### src/rtl/pad_config_sequencer_if.sv
// Host-side bus for pad_config_sequencer.
// Groups the shadow write port, the shadow readback port and the commit
// handshake with its status outputs.
//   master : host / register block (drives requests, observes status)
//   slave  : pad_config_sequencer
interface pad_config_sequencer_if #(
  parameter int AW = 6
);
  logic          wr_valid;
  logic          wr_ready;
  logic [AW-1:0] wr_addr;
  logic [7:0]    wr_data;
  logic          wr_err;
  logic [AW-1:0] rd_addr;
  logic [7:0]    rd_data;
  logic          commit_valid;
  logic          commit_ready;
  logic          busy;
  logic          commit_done;

  modport master (
    output wr_valid, wr_addr, wr_data, rd_addr, commit_valid,
    input  wr_ready, wr_err, rd_data, commit_ready, busy, commit_done
  );

  modport slave (
    input  wr_valid, wr_addr, wr_data, rd_addr, commit_valid,
    output wr_ready, wr_err, rd_data, commit_ready, busy, commit_done
  );
endinterface

### src/rtl/pad_config_sequencer.sv
// Per-pad configuration holder and glitch-safe commit sequencer for the
// padframe bidirectional I/Os.
// Software fills a shadow copy (one 8-bit word per pad:
// [0]OE [1]IE [2]PU [3]PD [4]PDRV0 [5]PDRV1 [6]SL [7]CS) and then commits.
// The commit disables OE on changed pads, waits SETTLE cycles, updates the
// electrical fields, waits SETTLE cycles again, then restores OE.
// Ports:
//   clk, rst      : core clock, asynchronous active-high reset
//   bus (slave)   : shadow write/readback and commit handshake + status
//   pad_*         : active per-pad configuration buses, all flop outputs
module pad_config_sequencer #(
  parameter int NPADS  = 46,
  parameter int SETTLE = 4,
  parameter int AW     = 6
) (
  input  logic                 clk,
  input  logic                 rst,
  pad_config_sequencer_if.slave bus,
  output logic [NPADS-1:0]     pad_oe,
  output logic [NPADS-1:0]     pad_ie,
  output logic [NPADS-1:0]     pad_pu,
  output logic [NPADS-1:0]     pad_pd,
  output logic [NPADS-1:0]     pad_pdrv0,
  output logic [NPADS-1:0]     pad_pdrv1,
  output logic [NPADS-1:0]     pad_sl,
  output logic [NPADS-1:0]     pad_cs
);

  localparam int              CW          = (SETTLE > 1) ? $clog2(SETTLE) : 1;
  localparam logic [CW-1:0]   SETTLE_LOAD = CW'(SETTLE - 1);
  localparam logic [AW:0]     NPADS_W     = (AW + 1)'(NPADS);
  localparam logic [7:0]      RST_WORD    = 8'h02;

  typedef enum logic [2:0] {
    IDLE, QUIESCE, SETTLE1, UPDATE, SETTLE2, ENABLE, DONE
  } state_t;

  state_t            state, state_nx;
  logic [CW-1:0]     cnt;
  logic [7:0]        shadow [NPADS];
  logic [NPADS-1:0]  chg, chg_now;
  logic [7:0]        rd_q;
  logic              err_q;
  logic              wr_fire, wr_in_range, rd_in_range;

  assign wr_fire     = bus.wr_valid && (state == IDLE);
  assign wr_in_range = {1'b0, bus.wr_addr} < NPADS_W;
  assign rd_in_range = {1'b0, bus.rd_addr} < NPADS_W;

  assign bus.wr_ready     = (state == IDLE);
  assign bus.commit_ready = (state == IDLE);
  assign bus.busy         = (state != IDLE);
  assign bus.commit_done  = (state == DONE);
  assign bus.rd_data      = rd_q;
  assign bus.wr_err       = err_q;

  // A pad counts as changed if any of its eight fields differ between the
  // shadow and the currently driven (active) configuration.
  always_comb begin
    chg_now = '0;
    for (int unsigned i = 0; i < NPADS; i++) begin
      chg_now[i] = shadow[i] != {pad_cs[i], pad_sl[i], pad_pdrv1[i], pad_pdrv0[i],
                                 pad_pd[i], pad_pu[i], pad_ie[i], pad_oe[i]};
    end
  end

  always_comb begin
    state_nx = state;
    unique case (state)
      IDLE:    if (bus.commit_valid) state_nx = QUIESCE;
      QUIESCE: state_nx = (|chg_now) ? SETTLE1 : DONE;
      SETTLE1: if (cnt == '0) state_nx = UPDATE;
      UPDATE:  state_nx = SETTLE2;
      SETTLE2: if (cnt == '0) state_nx = ENABLE;
      ENABLE:  state_nx = DONE;
      DONE:    state_nx = IDLE;
      default: state_nx = IDLE;
    endcase
  end

  // Counter is loaded in the single cycle before each settle phase so that
  // each settle state lasts exactly SETTLE cycles (SETTLE-1 down to 0).
  always_ff @(posedge clk or posedge rst) begin
    if (rst) begin
      state <= IDLE;
      cnt   <= '0;
      chg   <= '0;
    end else begin
      state <= state_nx;
      if (state == QUIESCE) chg <= chg_now;
      if (state == QUIESCE || state == UPDATE) cnt <= SETTLE_LOAD;
      else if (cnt != '0)                      cnt <= cnt - 1'b1;
    end
  end

  always_ff @(posedge clk or posedge rst) begin
    if (rst) begin
      for (int unsigned i = 0; i < NPADS; i++) shadow[i] <= RST_WORD;
      rd_q  <= RST_WORD;
      err_q <= 1'b0;
    end else begin
      err_q <= wr_fire && !wr_in_range;
      if (wr_fire && wr_in_range) shadow[bus.wr_addr] <= bus.wr_data;
      rd_q <= rd_in_range ? shadow[bus.rd_addr] : 8'h00;
    end
  end

  always_ff @(posedge clk or posedge rst) begin
    if (rst) begin
      pad_oe    <= '0;
      pad_ie    <= '1;
      pad_pu    <= '0;
      pad_pd    <= '0;
      pad_pdrv0 <= '0;
      pad_pdrv1 <= '0;
      pad_sl    <= '0;
      pad_cs    <= '0;
    end else begin
      case (state)
        QUIESCE: pad_oe <= pad_oe & ~chg_now;
        UPDATE: begin
          for (int unsigned i = 0; i < NPADS; i++) begin
            if (chg[i]) begin
              pad_ie[i]    <= shadow[i][1];
              pad_pu[i]    <= shadow[i][2];
              pad_pd[i]    <= shadow[i][3];
              pad_pdrv0[i] <= shadow[i][4];
              pad_pdrv1[i] <= shadow[i][5];
              pad_sl[i]    <= shadow[i][6];
              pad_cs[i]    <= shadow[i][7];
            end
          end
        end
        ENABLE: begin
          for (int unsigned i = 0; i < NPADS; i++) begin
            if (chg[i]) pad_oe[i] <= shadow[i][0];
          end
        end
        default: ;
      endcase
    end
  end

endmodule

### src/flat_wrapper.sv
// flat-port wrapper written by rule: the top's interface ports become plain ports
module pad_config_sequencer_flat 
#(
  parameter int NPADS  = 46,
  parameter int SETTLE = 4,
  parameter int AW     = 6
)
  (clk, rst, pad_oe, pad_ie, pad_pu, pad_pd, pad_pdrv0, pad_pdrv1, pad_sl, pad_cs, bus_wr_valid, bus_wr_addr, bus_wr_data, bus_rd_addr, bus_commit_valid, bus_wr_ready, bus_wr_err, bus_rd_data, bus_commit_ready, bus_busy, bus_commit_done);
  pad_config_sequencer_if #(.AW(AW)) bus_i ();
  input  logic clk;
  input  logic rst;
  output logic [NPADS-1:0] pad_oe;
  output logic [NPADS-1:0] pad_ie;
  output logic [NPADS-1:0] pad_pu;
  output logic [NPADS-1:0] pad_pd;
  output logic [NPADS-1:0] pad_pdrv0;
  output logic [NPADS-1:0] pad_pdrv1;
  output logic [NPADS-1:0] pad_sl;
  output logic [NPADS-1:0] pad_cs;
  input wire logic [$bits(bus_i.wr_valid)-1:0] bus_wr_valid;
  input wire logic [$bits(bus_i.wr_addr)-1:0] bus_wr_addr;
  input wire logic [$bits(bus_i.wr_data)-1:0] bus_wr_data;
  input wire logic [$bits(bus_i.rd_addr)-1:0] bus_rd_addr;
  input wire logic [$bits(bus_i.commit_valid)-1:0] bus_commit_valid;
  output wire logic [$bits(bus_i.wr_ready)-1:0] bus_wr_ready;
  output wire logic [$bits(bus_i.wr_err)-1:0] bus_wr_err;
  output wire logic [$bits(bus_i.rd_data)-1:0] bus_rd_data;
  output wire logic [$bits(bus_i.commit_ready)-1:0] bus_commit_ready;
  output wire logic [$bits(bus_i.busy)-1:0] bus_busy;
  output wire logic [$bits(bus_i.commit_done)-1:0] bus_commit_done;
  assign bus_i.wr_valid = bus_wr_valid;
  assign bus_i.wr_addr = bus_wr_addr;
  assign bus_i.wr_data = bus_wr_data;
  assign bus_i.rd_addr = bus_rd_addr;
  assign bus_i.commit_valid = bus_commit_valid;
  assign bus_wr_ready = bus_i.wr_ready;
  assign bus_wr_err = bus_i.wr_err;
  assign bus_rd_data = bus_i.rd_data;
  assign bus_commit_ready = bus_i.commit_ready;
  assign bus_busy = bus_i.busy;
  assign bus_commit_done = bus_i.commit_done;
  pad_config_sequencer #(.NPADS(NPADS), .SETTLE(SETTLE), .AW(AW)) u_core (.clk(clk), .rst(rst), .bus(bus_i), .pad_oe(pad_oe), .pad_ie(pad_ie), .pad_pu(pad_pu), .pad_pd(pad_pd), .pad_pdrv0(pad_pdrv0), .pad_pdrv1(pad_pdrv1), .pad_sl(pad_sl), .pad_cs(pad_cs));
endmodule
### config.mk
export PLATFORM = sky130hd
export DESIGN_NAME = pad_config_sequencer_flat
export DESIGN_NICKNAME = d
export VERILOG_FILES = /design/src/rtl/pad_config_sequencer_if.sv /design/src/rtl/pad_config_sequencer.sv /design/src/flat_wrapper.sv
export SDC_FILE = /design/constraint.sdc
export NUM_CORES = 2
export LEC_CHECK = 0
export CAP_MARGIN = 20
export CORE_MARGIN = 2
export CORE_UTILIZATION = 55
export CTS_BUF_LIST = sky130_fd_sc_hd__clkbuf_8 sky130_fd_sc_hd__clkbuf_16
export DETAILED_ROUTE_END_ITERATION = 8
export GPL_TIMING_DRIVEN = 1
export PLACE_DENSITY = 0.78
export SLEW_MARGIN = 25
export SYNTH_ARGS = -nofsm -noshare
export SYNTH_HDL_FRONTEND = slang
export SYNTH_SLANG_ARGS = --single-unit
### constraint.sdc
create_clock -name clk -period 41.8 [get_ports clk]
set_input_delay 8.36 -clock clk [delete_from_list [all_inputs] [get_ports clk]]
set_output_delay 8.36 -clock clk [all_outputs]
set_load 0.05 [all_outputs]
==> flow_metrics.env <==
export IMPL_synthAdderAreaFrac_pct=0.0331
export IMPL_die_w_um=266
export IMPL_clk_pin_slew_ns=0.06
export IMPL_tightestPinTransition_ns=1.15
export IMPL_min_period_ns=12.02
export IMPL_hold_class="flip-flop to flip-flop"
export IMPL_start_util_pct=55.4
export IMPL_path_cells="clkdlybuf4s50_1 -> inv_8 -> buf_4 -> buf_6 -> buf_4 -> buf_4"
export IMPL_fin_crit_sh_pct=28.7
export IMPL_power_density_nw_per_um2=80.4
export IMPL_setup_viol=0
export IMPL_post_route_drc_count=0
export IMPL_synth_seq_cells=796
export IMPL_finalMaxSlewViolations=0
export IMPL_grt_total_usage_pct=32.9
export IMPL_io_pins=405
export IMPL_max_freq_ghz=0.0832
export IMPL_skew_ns=0.0172
export IMPL_cts_sinks=796
export IMPL_area_delta_synth_final_pct=20.2
export IMPL_cp_arrival_ns=12.65
export IMPL_synth_nets=2853
export IMPL_cts_buffers=84
export IMPL_syn_avg_cell_area_um2=13.4
export IMPL_cap_violations=0
export IMPL_die_y_um=266
export IMPL_synth_largest_area_cell="dfrtp_1"
export IMPL_fillers=4773
export IMPL_hpwl_um=82800
export IMPL_gp_congestion=0.926
export IMPL_hold_buffers=0
export IMPL_cts_resized=0
export IMPL_grt_max_degree=124
export IMPL_stdcell_count=4180
export IMPL_dr_pass1_iters=6
export IMPL_drt_wl_total_um=117000
export IMPL_tns_ns=0
export IMPL_critical_path_class="input port to async pin"
export IMPL_cpPeakStageDelay_ns=0.82
export IMPL_htreeDepth=3
export IMPL_worstPathRequired_ns=42.44
export IMPL_routed_via_count=26200
export IMPL_final_common_cell="dfrtp_1"
export IMPL_max_slew_margin_pct=23.6
export IMPL_synth_top_family_by_area="multiplexers"
export IMPL_crit_fanout=123
export IMPL_clock_path_buffers=3
export IMPL_ir_worst_vdd_mv=0.0583
export IMPL_cpMostUsedCell="buf_4"
export IMPL_critPathTopFamily="buffers and inverters"
export IMPL_synth_area_mux_share_pct=26.7
export IMPL_critPathCaptureType="async pin"
export IMPL_coreArea_um2=68300
export IMPL_dieArea_um2=70900
export IMPL_synth_xor_area_share_pct=8.54
export IMPL_num_rows=96
export IMPL_cts_tree="done"
export IMPL_portBuffers=404
export IMPL_num_nets_final=3254
export IMPL_rsz0062_at_grt="no"
export IMPL_synthSimpleGateAreaFrac_pct=6.51
export IMPL_final_cell_mix="703 x dfrtp_1, 682 x mux2_2, 393 x clkdlybuf4s50_1, 369 x xor2_1, 141 x nand2_1"
export IMPL_async_flop_share_pct=100
export IMPL_wire_per_inst_um=27.9
export IMPL_critPathLaunchType="input port"
export IMPL_path_buf_inv=6
export IMPL_synth_seq_area_share_pct=53.0
export IMPL_drive_gt1_share_pct=32.5
export IMPL_synthDistinctLibCells=49
export IMPL_status="completed"
export IMPL_synth_ff_type="dfrtp_1"
export IMPL_ys_warn_count=0
export IMPL_first_iter_violations=2351
export IMPL_synth_area_leaders="dfrtp_1 46%, mux2_2 20%, xor2_1 8.5%, dfstp_2 6.5%, mux4_2 4.8%"
export IMPL_root_buffer="clkbuf_16"
export IMPL_postCtsSetupBuffers=0
export IMPL_crit_path_top_delay_cell="buf_4"
export IMPL_total_power_mw=3.65
export IMPL_final_core_util_pct=66.5
export IMPL_p_leak_nw=22.6
export IMPL_clk_latency_ns=0.64
export IMPL_ant_nets=0
export IMPL_placed_cells=4025
export IMPL_syn_cell_area_um2=37800
export IMPL_synth_edf_count=0
export IMPL_synthCells=2828
export IMPL_grt_overflow=0
export IMPL_antenna_found_initial=6
export IMPL_hold_viol=0
export IMPL_synthDominantCellAreaShare_pct=46.5
export IMPL_grt_pass1_wl_um=173000
export IMPL_grt_pass1_vias=27100
export IMPL_vias_per_cell=6.27
export IMPL_synth_compound_area_share_pct=3.91
-- flip-flops by register name, indices dropped and copies added (netlist names) --
name	count
u_core.shadow	368
u_core.chg	46
u_core.pad_cs	46
u_core.pad_ie	46
u_core.pad_oe	46
u_core.pad_pd	46
u_core.pad_pdrv0	46
u_core.pad_pdrv1	46
u_core.pad_pu	46
u_core.pad_sl	46
u_core.bus.rd_data	8
u_core.state	3
u_core.cnt	2
u_core.bus.wr_err	1
-- worst min-delay path: stages, from the launching register on --
cell,delay (ns)
dfrtp_1,0.34
nand2_1,0.06
o211ai_1,0.08
-- area by class of cell --
type	instances	area [um^2]	share of cell area, %
diodes	1	2.50	0.00550
clock buffers	100	2320	5.11
clock inverters	54	359	0.790
inverters	8	37.5	0.0826
multi-input cells	1905	17300	38.1
flip-flops and latches	796	20000	44.1
well taps	882	1100	2.43
repair buffers	434	4300	9.45
-- layer usage --
layer,track usage (%),vias up,share of wire [%]
li1,-,11000,-
met1,43.2,13700,39
met2,53.5,1274,49
met3,7.03,242,8.5
met4,13.5,6,3.9
met5,0,-,0.027
-- power by group --
part | switching, mW | total, mW | internal (mW)
clock network | 0.313 | 0.727 | 0.414
registers | 0.295 | 1.30 | 1.01
logic | 1.02 | 1.63 | 0.610
total | 1.62 | 3.65 | 2.03
-- cells in the mapped netlist (3+ instances only) --
| cell type | count |
|---|---|
| dfrtp_1 | 703 |
| mux2_2 | 682 |
| xor2_1 | 369 |
| nand2_1 | 141 |
| nor4_1 | 98 |
| dfstp_2 | 93 |
| o21ai_0 | 85 |
| clkbuf_1 | 83 |
| mux4_2 | 81 |
| a31oi_1 | 65 |
| nor2_1 | 61 |
| nor2b_1 | 49 |
| mux2i_1 | 48 |
| a21oi_1 | 42 |
| a21o_1 | 31 |
| and2_1 | 30 |
| nor2_2 | 21 |
| buf_1 | 19 |
| nand2_2 | 17 |
| nand4_1 | 17 |
| mux2_1 | 10 |
| buf_2 | 9 |
| o221ai_1 | 9 |
| buf_4 | 8 |
| a211oi_1 | 6 |
| o22ai_1 | 6 |
| inv_1 | 5 |
| nand3b_1 | 5 |
| nand3_1 | 3 |
| nor3_4 | 3 |
| nor3b_1 | 3 |
-- through the flow --
step	hold slack (ns)	setup WS [ns]	cell area (um^2)
after floorplan	0.470	11.24	37800
after global placement	0.483	28.98	42700
after detailed placement	0.503	28.82	42800
after CTS	0.518	29.47	45400
after global routing	0.554	29.23	45500
final	0.523	29.78	45500
-- final timing paths --
path                                       from                end  slack [ns]  cells past startpoint
worst max-delay path                        rst  u_core.pad_cs[10]       29.78                      6
worst min-delay path              u_core.cnt[1]      u_core.cnt[1]        0.52                      2
worst max register to register  u_core.state[2]  u_core.pad_pu[36]       37.46                      7
worst min register to register    u_core.cnt[1]      u_core.cnt[1]        0.52                      2
max in group clk                u_core.state[2]   bus_commit_ready       30.51                      4
min in group asynchronous                   rst  u_core.pad_sl[31]        8.27                      2
-- cells by family (layout without fill, tap and decap cells) --
family,Yosys count,in the layout
XOR/XNOR,369,369
buffers and inverters,127,596
adder cells (fa/ha/maj),1,1
AO/OA/AOI/OAI,249,249
multiplexers,821,821
AND/OR/NAND/NOR,465,465
other,0,1
flip-flops,796,796
No activity file was read; power rests on OpenSTA's default activity.
